--- config.mk ---
export PLATFORM = sky130hd
export DESIGN_NAME = noc_local_injector
export DESIGN_NICKNAME = d
export VERILOG_FILES = /design/src/rtl/noc_pkg.sv /design/src/rtl/flit_fifo.sv /design/src/rtl/noc_local_injector.sv
export SDC_FILE = /design/constraint.sdc
export NUM_CORES = 1
export LEC_CHECK = 0
export ABC_AREA = 1
export ABC_CLOCK_PERIOD_IN_PS = 4200
export BUFFER_PORTS_ARGS = -buffer_cell sky130_fd_sc_hd__buf_4
export CAP_MARGIN = 20
export CORE_MARGIN = 10
export CORE_UTILIZATION = 30
export CTS_BUF_LIST = sky130_fd_sc_hd__clkbuf_2 sky130_fd_sc_hd__clkbuf_4 sky130_fd_sc_hd__clkbuf_8
export DETAILED_ROUTE_END_ITERATION = 7
export GPL_TIMING_DRIVEN = 0
export PLACE_DENSITY = 0.54
export SLEW_MARGIN = 10
export SYNTH_ARGS = -nofsm -noshare
export SYNTH_HDL_FRONTEND = slang
export SYNTH_SLANG_ARGS = --single-unit
export TNS_END_PERCENT = 50
--- constraint.sdc ---
create_clock -name clock -period 4.2 [get_ports clock]
set_input_delay 0.42 -clock clock [delete_from_list [all_inputs] [get_ports clock]]
set_output_delay 0.42 -clock clock [all_outputs]
set_load 0.05 [all_outputs]
--- src/rtl/noc_pkg.sv ---
// Shared NoC definitions: router port numbering, injector FSM states and
// router address packing.
package noc_pkg;

    typedef enum logic [2:0] {
        EAST  = 3'd0,
        WEST  = 3'd1,
        NORTH = 3'd2,
        SOUTH = 3'd3,
        LOCAL = 3'd4
    } port_e;

    typedef enum logic [2:0] {
        IDLE    = 3'd0,
        HEADER  = 3'd1,
        SIZE    = 3'd2,
        PAYLOAD = 3'd3,
        DONE    = 3'd4
    } inj_state_e;

    localparam int ADDR_W = 16;

    function automatic logic [ADDR_W-1:0] pack_addr(input logic [7:0] x, input logic [7:0] y);
        return {x, y};
    endfunction

endpackage

--- src/rtl/flit_fifo.sv ---
// Synchronous flit FIFO with an extra-bit occupancy counter; exposes the head
// word and the word behind it so a registered consumer can pop and reload at once.
module flit_fifo #(
    parameter int WIDTH = 32,
    parameter int DEPTH = 16
) (
    input  logic                     clock,
    input  logic                     reset,
    input  logic                     push,
    input  logic [WIDTH-1:0]         push_data,
    input  logic                     pop,
    output logic [WIDTH-1:0]         head_data,
    output logic [WIDTH-1:0]         next_data,
    output logic                     full,
    output logic                     empty,
    output logic [$clog2(DEPTH):0]   count
);
    localparam int AW = $clog2(DEPTH);
    localparam logic [AW-1:0] PTR_ONE  = AW'(1);
    localparam logic [AW:0]   CNT_ONE  = (AW + 1)'(1);
    localparam logic [AW:0]   CNT_FULL = (AW + 1)'(DEPTH);

    logic [WIDTH-1:0] r_mem [DEPTH];
    logic [AW-1:0]    r_wr_ptr;
    logic [AW-1:0]    r_rd_ptr;
    logic [AW:0]      r_count;
    logic             w_push_ok;
    logic             w_pop_ok;

    // A push is refused while full even if a pop happens in the same cycle.
    assign full      = (r_count == CNT_FULL);
    assign empty     = (r_count == {(AW + 1){1'b0}});
    assign count     = r_count;
    assign w_push_ok = push & ~full;
    assign w_pop_ok  = pop & ~empty;
    assign head_data = r_mem[r_rd_ptr];
    assign next_data = r_mem[r_rd_ptr + PTR_ONE];

    // Storage array write port.
    always_ff @(posedge clock) begin
        if (w_push_ok) begin
            r_mem[r_wr_ptr] <= push_data;
        end
    end

    // Pointer and occupancy bookkeeping.
    always_ff @(posedge clock) begin
        if (reset) begin
            r_wr_ptr <= {AW{1'b0}};
            r_rd_ptr <= {AW{1'b0}};
            r_count  <= {(AW + 1){1'b0}};
        end else begin
            if (w_push_ok) begin
                r_wr_ptr <= r_wr_ptr + PTR_ONE;
            end
            if (w_pop_ok) begin
                r_rd_ptr <= r_rd_ptr + PTR_ONE;
            end
            case ({w_push_ok, w_pop_ok})
                2'b10:   r_count <= r_count + CNT_ONE;
                2'b01:   r_count <= r_count - CNT_ONE;
                default: r_count <= r_count;
            endcase
        end
    end

endmodule

--- src/rtl/noc_local_injector.sv ---
// Credit-based transmitter feeding a router LOCAL port: emits header, size and
// payload flits, taking payload words from a free-running FIFO.
module noc_local_injector
    import noc_pkg::*;
#(
    parameter int FLIT_WIDTH = 32,
    parameter int FIFO_DEPTH = 16
) (
    input  logic                  clock,
    input  logic                  reset,
    input  logic                  send_start,
    input  logic [15:0]           send_dest,
    input  logic [15:0]           send_len,
    output logic                  send_busy,
    input  logic [FLIT_WIDTH-1:0] word_i,
    input  logic                  word_valid_i,
    output logic                  word_ready_o,
    output logic                  tx,
    output logic [FLIT_WIDTH-1:0] data_o,
    input  logic                  credit_i,
    output logic                  clock_tx,
    output logic                  pkt_done
);
    localparam int CW  = $clog2(FIFO_DEPTH) + 1;
    localparam int PAD = FLIT_WIDTH - 16;
    localparam logic [CW-1:0] CNT_ONE = CW'(1);

    inj_state_e            r_state;
    inj_state_e            w_state_nxt;
    logic [15:0]           r_dest;
    logic [15:0]           r_len;
    logic [15:0]           r_cnt;
    logic [15:0]           w_dest_nxt;
    logic [15:0]           w_len_nxt;
    logic [15:0]           w_cnt_nxt;
    logic                  r_tx;
    logic                  w_tx_nxt;
    logic                  r_pkt_done;
    logic                  w_pkt_done_nxt;
    logic [FLIT_WIDTH-1:0] r_data;
    logic [FLIT_WIDTH-1:0] w_data_nxt;
    logic                  w_xfer;
    logic                  w_pop;
    logic                  w_full;
    logic                  w_empty;
    logic [FLIT_WIDTH-1:0] w_head;
    logic [FLIT_WIDTH-1:0] w_next;
    logic [CW-1:0]         w_count;

    assign w_xfer       = r_tx & credit_i;
    assign word_ready_o = ~w_full;
    assign send_busy    = (r_state != IDLE);
    assign tx           = r_tx;
    assign data_o       = r_data;
    assign pkt_done     = r_pkt_done;
    assign clock_tx     = clock;

    flit_fifo #(
        .WIDTH (FLIT_WIDTH),
        .DEPTH (FIFO_DEPTH)
    ) u_fifo (
        .clock     (clock),
        .reset     (reset),
        .push      (word_valid_i),
        .push_data (word_i),
        .pop       (w_pop),
        .head_data (w_head),
        .next_data (w_next),
        .full      (w_full),
        .empty     (w_empty),
        .count     (w_count)
    );

    // Next-state and next-output logic; the presented payload word stays in the
    // FIFO until it is accepted, and the word behind it is loaded on that edge.
    always_comb begin
        w_state_nxt    = r_state;
        w_dest_nxt     = r_dest;
        w_len_nxt      = r_len;
        w_cnt_nxt      = r_cnt;
        w_tx_nxt       = r_tx;
        w_data_nxt     = r_data;
        w_pkt_done_nxt = 1'b0;
        w_pop          = 1'b0;
        case (r_state)
            IDLE: begin
                if (send_start) begin
                    w_state_nxt = HEADER;
                    w_dest_nxt  = send_dest;
                    w_len_nxt   = send_len;
                    w_cnt_nxt   = 16'd0;
                    w_tx_nxt    = 1'b1;
                    w_data_nxt  = {{PAD{1'b0}}, send_dest};
                end else begin
                    w_tx_nxt = 1'b0;
                end
            end
            HEADER: begin
                if (w_xfer) begin
                    w_state_nxt = SIZE;
                    w_tx_nxt    = 1'b1;
                    w_data_nxt  = {{PAD{1'b0}}, r_len};
                end else begin
                    w_tx_nxt = r_tx;
                end
            end
            SIZE: begin
                if (w_xfer && (r_len == 16'd0)) begin
                    w_state_nxt    = DONE;
                    w_tx_nxt       = 1'b0;
                    w_pkt_done_nxt = 1'b1;
                end else if (w_xfer) begin
                    w_state_nxt = PAYLOAD;
                    w_tx_nxt    = ~w_empty;
                    w_data_nxt  = w_head;
                end else begin
                    w_tx_nxt = r_tx;
                end
            end
            PAYLOAD: begin
                if (w_xfer) begin
                    w_pop     = 1'b1;
                    w_cnt_nxt = r_cnt + 16'd1;
                    if (r_cnt == (r_len - 16'd1)) begin
                        w_state_nxt    = DONE;
                        w_tx_nxt       = 1'b0;
                        w_pkt_done_nxt = 1'b1;
                    end else if (w_count > CNT_ONE) begin
                        w_tx_nxt   = 1'b1;
                        w_data_nxt = w_next;
                    end else begin
                        w_tx_nxt = 1'b0;
                    end
                end else if (!r_tx && !w_empty) begin
                    w_tx_nxt   = 1'b1;
                    w_data_nxt = w_head;
                end else begin
                    w_tx_nxt = r_tx;
                end
            end
            DONE: begin
                w_state_nxt = IDLE;
                w_tx_nxt    = 1'b0;
            end
            default: begin
                w_state_nxt = IDLE;
                w_tx_nxt    = 1'b0;
            end
        endcase
    end

    // State and registered output update.
    always_ff @(posedge clock) begin
        if (reset) begin
            r_state    <= IDLE;
            r_dest     <= 16'd0;
            r_len      <= 16'd0;
            r_cnt      <= 16'd0;
            r_tx       <= 1'b0;
            r_data     <= {FLIT_WIDTH{1'b0}};
            r_pkt_done <= 1'b0;
        end else begin
            r_state    <= w_state_nxt;
            r_dest     <= w_dest_nxt;
            r_len      <= w_len_nxt;
            r_cnt      <= w_cnt_nxt;
            r_tx       <= w_tx_nxt;
            r_data     <= w_data_nxt;
            r_pkt_done <= w_pkt_done_nxt;
        end
    end

endmodule

* Word-level counts from Yosys, hierarchy flattened
Memory sizes are Yosys's and may differ from the RTL's. A register that Yosys moved wholly into a read port is not among the register bits. Index checks and enable logic that the tools add are counted.
Word-level totals: register bits after elaboration 82, bits in latches 0, RAM bits 512, ROM bits 0, input port bits 69, output and inout bits 37, logic and storage cells 94, memories 1
Memories:
- u_fifo.r_mem | depth 16, width 32, rd ports 2, clocked after memory_dff 1, wr ports 1, RTL line flit_fifo.sv:23 | logic [WIDTH-1:0] r_mem [DEPTH];
Cells by class: $add $sub $neg 6, multiply operators 0, div/mod/pow operators 0, order comparisons 1, equality and inequality tests 17, shift operators 0, muxes and demuxes 39, bitwise operators 5, reduce and logical (&&, ||, !) cells 16
Operators with widths (count):
- 32-bit two-way mux | 8
- 32-bit one-hot mux with 4 select lines | 1
- 16-bit two-way mux | 2
- 16-bit one-hot mux with 2 select lines | 1
- 3-bit two-way mux | 6
- 16-bit by 1-bit adder with 16-bit output, second input constant | 1
- 16-bit equality test | 1
- 16-bit logical NOT | 1
- 16-bit by 1-bit subtractor with 16-bit output, second input constant | 1
- 1-bit two-way mux | 15
- 2-bit inequality test, second input constant | 6
- 3-bit inequality test, second input constant | 4
- 3-bit one-hot mux with 4 select lines | 1
- 5-bit one-hot mux with 2 select lines | 1
- 4-bit by 1-bit adder with 4-bit output, second input constant | 2
- 4-bit two-way mux | 2
- 8-bit AND reduction | 1
- 3-bit by 2-bit equality test with 1-bit output, second input constant | 2
- 3-bit AND reduction | 2
- 5-bit by 1-bit adder with 5-bit output, second input constant | 1
- 5-bit equality test, second input constant | 1
- 5-bit by 1-bit greater-than comparator with 1-bit output, second input constant | 1
- 5-bit logical NOT | 1
- 5-bit AND reduction | 1
- 15 further kinds | 21

* Logic depth before layout (Yosys ltp)
Gate-level depths: netlist of the first run.
word-level depth 6, mapped depth 18, gate-level depth less buffers 17

* By module
Synthesis of the first run repeated with hierarchy kept, for this count alone.
Second synthesis, totals: cell total of the unflattened synthesis 3141, area, all modules 29519.6 um^2
Modules (own cells, without submodules):
- flit_fifo | times used 1, cells each 2487, area each 25271.7 um^2, sequential area each 15715.1 um^2
- noc_local_injector | times used 1, cells each 654, area each 4247.8 um^2, sequential area each 1381.3 um^2

==> results of run 1 <==
critical path: cells and delay by family (launching register included):
| kind | cells | cell delay [ns] |
|---|---|---|
| DFF | 1 | 0.32 |
| and+or+nand+nor | 8 | 1.05 |
| AOI/OAI and AO/OA | 1 | 0.22 |
| adders and majority gates | 1 | 0.27 |
| buffers and inverters | 3 | 1.58 |
sequential cells by signal (all words and copies together), names as in the netlist, 3 cells and up, named ones only:
signal,flops
data_o,32
u_fifo.r_wr_ptr,4
u_fifo.r_mem,512
u_fifo.count,5
r_state,3
r_cnt,16
r_len,16
u_fifo.r_rd_ptr,4
worst paths after layout:
path | from | endpoint | slack (ns)
min | reset | tx$_SDFFE_PP0P_ | 0.06
max reg2reg | u_fifo.r_rd_ptr[1]$_SDFFE_PP0P_ | data_o[15]$_SDFFE_PP0P_ | 0.65
min reg2reg | data_o[8]$_SDFFE_PP0P_ | data_o[8]$_SDFFE_PP0P_ | 0.49
max | u_fifo.r_rd_ptr[1]$_SDFFE_PP0P_ | data_o[15]$_SDFFE_PP0P_ | 0.65
metal layers:
layer | up-vias | share of wire | global-route usage
met4 | 4 | 0.051 | 0.1130
met2 | 1961 | 0.45 | 0.3445
met5 | - | 0.00017 | 0
li1 | 12090 | - | -
met1 | 13000 | 0.38 | 0.2735
met3 | 411 | 0.12 | 0.06234
per-stage QoR:
stage / power, mW / hold WS, ns / instance area (um^2) / setup TNS, ns / utilization
after floorplan: 9.027 / 0.4560 / 29450 / 0 / -
after CTS: 15.55 / 0.03244 / 35030 / 0 / 0.3612
final: 15.53 / 0.05970 / 35040 / 0 / 0.3612
after detailed placement: 10.19 / 0.4742 / 32360 / 0 / 0.3336
after global routing: 16.15 / 0.07294 / 35030 / 0 / 0.3612
after global placement: 10.16 / 0.4714 / 31830 / -508.09 / 0.3281
power by group:
group	internal [mW]	leakage [nW]	total [mW]	switching, mW
clock network	2.91	1.09	5.44	2.53
registers	6.68	5.33	6.85	0.165
logic	0.983	6.60	3.24	2.26
total	10.6	13.0	15.5	4.95
cell usage in the layout (no fill, tap or decap), types with 6 or more instances in the layout:
cell type      count
clkbuf_4          32
o211ai_1          30
inv_2             13
ha_1              12
buf_12            15
o22ai_1           71
nor2_1           278
o221ai_1          18
nand2_2            6
nand2_1          752
clkinv_2          13
nor2_4            18
clkinv_1          28
xnor2_1           14
dfxtp_1           86
nand3b_1           9
nor3_1             8
inv_1            132
clkbuf_1         159
o21ai_1           19
clkbuf_8         111
a21oi_1          173
a221o_1           22
o21ai_0          281
buf_1             34
nand3_1          536
edfxtp_1         512
a211o_1           10
buf_4            107
dlygate4sd3_1     64
buf_2             38
what timing repair did:
action | in CTS | in global routing
hold buffers | 64 | 0
endpoints found under the setup margin | 0 | 0
endpoints found under the hold margin | 544 | 0
cell type report:
type / instances / area, um^2 / share of cell area
sequential: 598 / 17100 / 0.4879
multi-input combinational: 2293 / 10960 / 0.3127
timing repair buffer: 186 / 1824 / 0.05206
clock buffer: 144 / 1775 / 0.05067
tap: 1276 / 1597 / 0.04556
buffer: 236 / 959.7 / 0.02739
inverter: 148 / 555.5 / 0.01585
clock inverter: 43 / 265.3 / 0.007570
antenna: 3 / 7.507 / 0.0002143
kinds of logic after synthesis:
group,count (synthesis)
flops,598
compound gates,635
xor+xnor,19
simple gates,1627
fa+ha+maj,12
buf+inv,384
==> impl_metrics.py, run 1 <==
metrics = {
    "run_status": {
        "status": "complete, no violations",
    },
    "route": {
        "via_count": 27470,
        "wl_per_cell_um": 25.77,
        "wl_mm": 127.0,
        "postRouteAntennaNets": 0,
        "drtIter0Drc": 4173,
        "avgViaCountPerCell": 5.575,
        "first_pass_iters": 6,
        "drc_errors": 0,
    },
    "global_routing": {
        "grt_pass1_vias": 26430,
        "grt_overflow_total": 0,
        "track_usage": 0.2195,
        "antenna_found_initial": 6,
        "grt_pass1_wl_mm": 180.8,
        "grt_max_degree": 22,
    },
    "synthesis": {
        "synth-simple-area-share": 0.2354,
        "postSynthCellCount": 3275,
        "synth_fp_nets": 3356,
        "syn_area_per_cell_um2": 8.992,
        "synth.area.top_cells": "edfxtp_1 52%, nand2_1 9.6%, nand3_1 9.1%",
        "synth_common_cells": "752 x nand2_1, 536 x nand3_1, 512 x edfxtp_1, 294 x nor2_1, 281 x o21ai_0",
        "ys_seq_area_frac": 0.5805,
        "synth-seq-cells": 598,
        "synth_fa_ha_area_frac": 0.005098,
        "synth.distinct_cells": 46,
        "synth_ff_type": "edfxtp_1",
        "synth_compound_area_frac": 0.1219,
        "synth.most_common_cell": "nand2_1",
        "synth_top_family_by_area": "simple AND/OR/NAND/NOR gates",
        "synth.area.mux_share": 0,
        "synthesis.area_um2": 29450,
        "yosysWarningCount": 0,
        "async_reset_ff_frac": 0,
        "synth_edf_count": 512,
        "yosysTopAreaCell": "edfxtp_1",
        "synth_xor_area_frac": 0.005651,
        "synth_top_area_share": 0.5221,
    },
    "critical_path": {
        "path_class": "reg -> reg",
        "cp.arrival_ns": 4.29,
        "critical-path-max-stage-delay_ns": 0.81,
        "crit_fanout": 10,
        "worstPathRequired_ns": 4.94,
        "end_kind": "flip-flop",
        "cp_slowest_cell": "clkbuf_1",
        "crit_chain": "ha_1, buf_2, clkbuf_1, clkbuf_1, nand3_1, nand3_1, nand3_1, nand3_1, nand2_1, o22ai_1, nand3_1, nand2_1, nor2_1",
        "reg2reg_depth": 13,
        "cpMostUsedCell": "nand3_1",
        "cp-start-kind": "flip-flop",
    },
    "floorplan": {
        "die_h_um": 333.3,
        "io_pins": 106,
        "core_um2": 96990,
        "initial_core_util": 0.3036,
        "rows": 114,
        "die_x_um": 333.3,
        "die_area_um2": 111100,
    },
    "placement": {
        "placed_cells": 4674,
        "hpwl_mm": 88.16,
        "gp_congestion": 0.9353,
        "dpl_worst_slack_ns": 0.8114,
        "numPortBuffers": 104,
    },
    "worst_hold_path": {
        "min_path_cells": 2,
        "hold_class": "in -> reg",
    },
    "clock_network": {
        "cts_tree": "built",
        "clkSlewWorstSetupHoldPaths_ns": 0.06,
        "cts_setup_buffers": 0,
        "postCtsResizedCells": 0,
        "clock_latency_ns": 0.85,
    },
    "layout": {
        "final_layout_size_suffix_gt1_frac": 0.1028,
        "layout.nets": 3648,
        "fill_cells": 9850,
        "area_growth_pct": 18.98,
        "fin_cells": 4927,
    },
    "timing": {
        "maxSlewHeadroom": 0.2196,
        "fmax_mhz": 281.9,
        "worst_slew_pin_slew_ns": 1.171,
        "finalSetupViolations": 0,
        "rsz0062_at_grt": "false",
        "setup_ws_ns": 0.6527,
        "skew_ns": 0.03788,
        "maxSlewViolCount": 0,
        "finalHoldViolCount": 0,
        "post-route-period-util": 0.8446,
        "min_period_ns": 3.547,
    },
    "power_and_ir_drop": {
        "ir_worst_vdd_mv": 0.2065,
        "p_leak_nw": 13.02,
        "p_per_area_nw_per_um2": 443.2,
    },
    "flow_run": {
        "maxCapViolations": 0,
    },
}
(Power assumes the default switching activity.)
==> run 2, diff against run 1 <==
--- a/config.mk
+++ b/config.mk
@@ -6,7 +6,7 @@
 export NUM_CORES = 1
 export LEC_CHECK = 0
 export ABC_AREA = 1
-export ABC_CLOCK_PERIOD_IN_PS = 4200
+export ABC_CLOCK_PERIOD_IN_PS = 3200
 export BUFFER_PORTS_ARGS = -buffer_cell sky130_fd_sc_hd__buf_4
 export CAP_MARGIN = 20
 export CORE_MARGIN = 10
@@ -14,7 +14,7 @@
 export CTS_BUF_LIST = sky130_fd_sc_hd__clkbuf_2 sky130_fd_sc_hd__clkbuf_4 sky130_fd_sc_hd__clkbuf_8
 export DETAILED_ROUTE_END_ITERATION = 7
 export GPL_TIMING_DRIVEN = 0
-export PLACE_DENSITY = 0.54
+export PLACE_DENSITY = 0.55
 export SLEW_MARGIN = 10
 export SYNTH_ARGS = -nofsm -noshare
 export SYNTH_HDL_FRONTEND = slang
==> constraint.sdc (replaced) <==
create_clock -name clock -period 3.2 [get_ports clock]
set_input_delay 0.32 -clock clock [delete_from_list [all_inputs] [get_ports clock]]
set_output_delay 0.32 -clock clock [all_outputs]
set_load 0.05 [all_outputs]
==> run 2 against run 1 <==
Compared with the run above: count of clock-buffer cells in the layout fell by 9; clock power up 37%; global-route usage is essentially flat; via count up 1.2%; register-to-register slack got worse by 0.61 ns; largest power group unchanged; highest routed layer unchanged.
==> impl_metrics.py, run 2 (same netlist as run 1, synthesis figures left out) <==
metrics = {
    "floorplan": {
        "core_um2": 96990,
        "io_pins": 106,
        "die_h_um": 333.3,
        "die_x_um": 333.3,
        "die_area_um2": 111100,
        "rows": 114,
        "initial_core_util": 0.3036,
    },
    "run_status": {
        "status": "complete, no violations",
    },
    "worst_hold_path": {
        "hold_class": "in -> reg",
    },
    "timing": {
        "maxSlewViolCount": 0,
        "finalHoldViolCount": 0,
        "setup_tns_ns": 0,
        "skew_ns": 0.04383,
        "maxSlewHeadroom": 0.2396,
        "worst_slew_pin_slew_ns": 1.141,
        "rsz0062_at_grt": "true",
        "post-route-period-util": 0.9868,
        "hold_ws_ns": 0.1885,
        "fmax_mhz": 316.7,
        "finalSetupViolations": 0,
        "min_period_ns": 3.158,
    },
    "layout": {
        "layout.nets": 3646,
        "fin_util": 0.3624,
        "fin_area_um2": 35150,
        "final_layout_size_suffix_gt1_frac": 0.1084,
        "largest_reg_flops": 512,
        "mostFrequentLayoutCell": "nand2_1",
        "area_growth_pct": 19.35,
        "fin_cells": 4923,
        "final_cell_mix": "752 x nand2_1, 536 x nand3_1, 512 x edfxtp_1, 281 x o21ai_0, 278 x nor2_1",
        "largest_register": "u_fifo.r_mem",
    },
    "clock_network": {
        "clkSlewWorstSetupHoldPaths_ns": 0.07,
        "cts_tree": "built",
        "cts_setup_buffers": 0,
        "clock_latency_ns": 0.88,
    },
    "critical_path": {
        "rrSetupSlack_ns": 0.04,
        "startpoint": "u_fifo.r_rd_ptr[1]$_SDFFE_PP0P_",
        "cp.arrival_ns": 3.90,
        "crit_path_end": "data_o[27]$_SDFFE_PP0P_",
        "cp-start-kind": "flip-flop",
        "end_kind": "flip-flop",
        "timing.rr.end": "data_o[27]$_SDFFE_PP0P_",
        "path_class": "reg -> reg",
        "worstPathRequired_ns": 3.94,
        "reg2reg_depth": 11,
        "rr_startpoint": "u_fifo.r_rd_ptr[1]$_SDFFE_PP0P_",
        "crit_fanout": 10,
    },
    "route": {
        "via_count": 27790,
        "drc_errors": 0,
        "first_pass_iters": 6,
        "postRouteAntennaNets": 0,
        "wl_mm": 127.5,
        "drtIter0Drc": 4377,
        "avgViaCountPerCell": 5.645,
        "wl_per_cell_um": 25.90,
    },
    "flow_run": {
        "maxCapViolations": 0,
    },
    "global_routing": {
        "grt_pass1_vias": 26290,
        "track_usage": 0.2196,
        "antenna_found_initial": 8,
        "grt_max_degree": 21,
        "grt_pass1_wl_mm": 180.5,
        "grt_overflow_total": 0,
    },
    "placement": {
        "hpwl_mm": 87.65,
        "numPortBuffers": 104,
        "placed_area_um2": 32300,
        "placed_cells": 4672,
        "gp_congestion": 0.9656,
    },
    "power_and_ir_drop": {
        "ir_worst_vdd_mv": 0.2711,
        "p_per_area_nw_per_um2": 589.5,
        "p_leak_nw": 13.11,
    },
}
## run 2: metrics by stage
stage / setup WS (ns) / power [mW]
after detailed placement: -0.2754 / 13.36
after floorplan: -0.1924 / 11.85
after global placement: -2.206 / 13.32
after global routing: -0.04578 / 21.55
final: 0.04219 / 20.72
after CTS: 0.04339 / 20.74
## run 2: cell type report
type | instances | area [um^2]
timing repair buffer | 188 | 1809
sequential | 598 | 17100
clock inverter | 48 | 457.9
clock buffer | 135 | 1664
inverter | 148 | 555.5
multi-input combinational | 2293 | 10980
buffer | 234 | 983.4
antenna | 3 | 7.507
tap | 1276 | 1597
fill | 9802 | 61850
## run 2: how the worst min path moves through the flow
| stage | start | end | slack [ns] | cells past startpoint |
|---|---|---|---|---|
| 5_1_grt | credit_i | r_state[2]$_SDFFE_PP0P_ | 0.25 | 5 |
| 3_3_place_gp | data_o[14]$_SDFFE_PP0P_ | data_o[14]$_SDFFE_PP0P_ | 0.47 | 2 |
| 2_1_floorplan | word_i[0] | u_fifo.r_mem[0][0]$_DFFE_PP_ | 0.42 | 0 |
| 3_5_place_dp | data_o[8]$_SDFFE_PP0P_ | data_o[8]$_SDFFE_PP0P_ | 0.48 | 2 |
| 4_1_cts | credit_i | tx$_SDFFE_PP0P_ | 0.14 | 6 |
| 6_report | credit_i | tx$_SDFFE_PP0P_ | 0.19 | 6 |
## run 2: timing repair
item / in CTS / in global routing
setup endpoints to repair: 18 / 26
hold buffers: 68 / 0
gates resized for setup: 5 / 31
hold endpoints to repair: 550 / 0
## run 2: power breakdown
group | total, mW | internal (mW) | switching (mW)
clock network | 7.48 | 4.07 | 3.42
registers | 8.99 | 8.77 | 0.218
logic | 4.25 | 1.30 | 2.95
## run 2: routing by layer
metal / GRT usage / routed length, um / vias up
li1: - / - / 12100
met1: 0.2791 / 47950 / 13150
met3: 0.05752 / 16290 / 418
met5: 0 / 77 / -
met2: 0.3385 / 55860 / 2118
met4: 0.1199 / 7326 / 12
## run 2: worst max-delay path, cell delays in order, from the launching register on
cell      delay [ns]
dfxtp_1         0.33
ha_1            0.19
xnor2_1         0.28
buf_2           0.39
buf_1           0.68
o221ai_1        0.30
o21ai_1         0.31
nand2_1         0.13
nand3_1         0.10
nand2_1         0.07
nor2_1          0.17
nor2_1          0.07
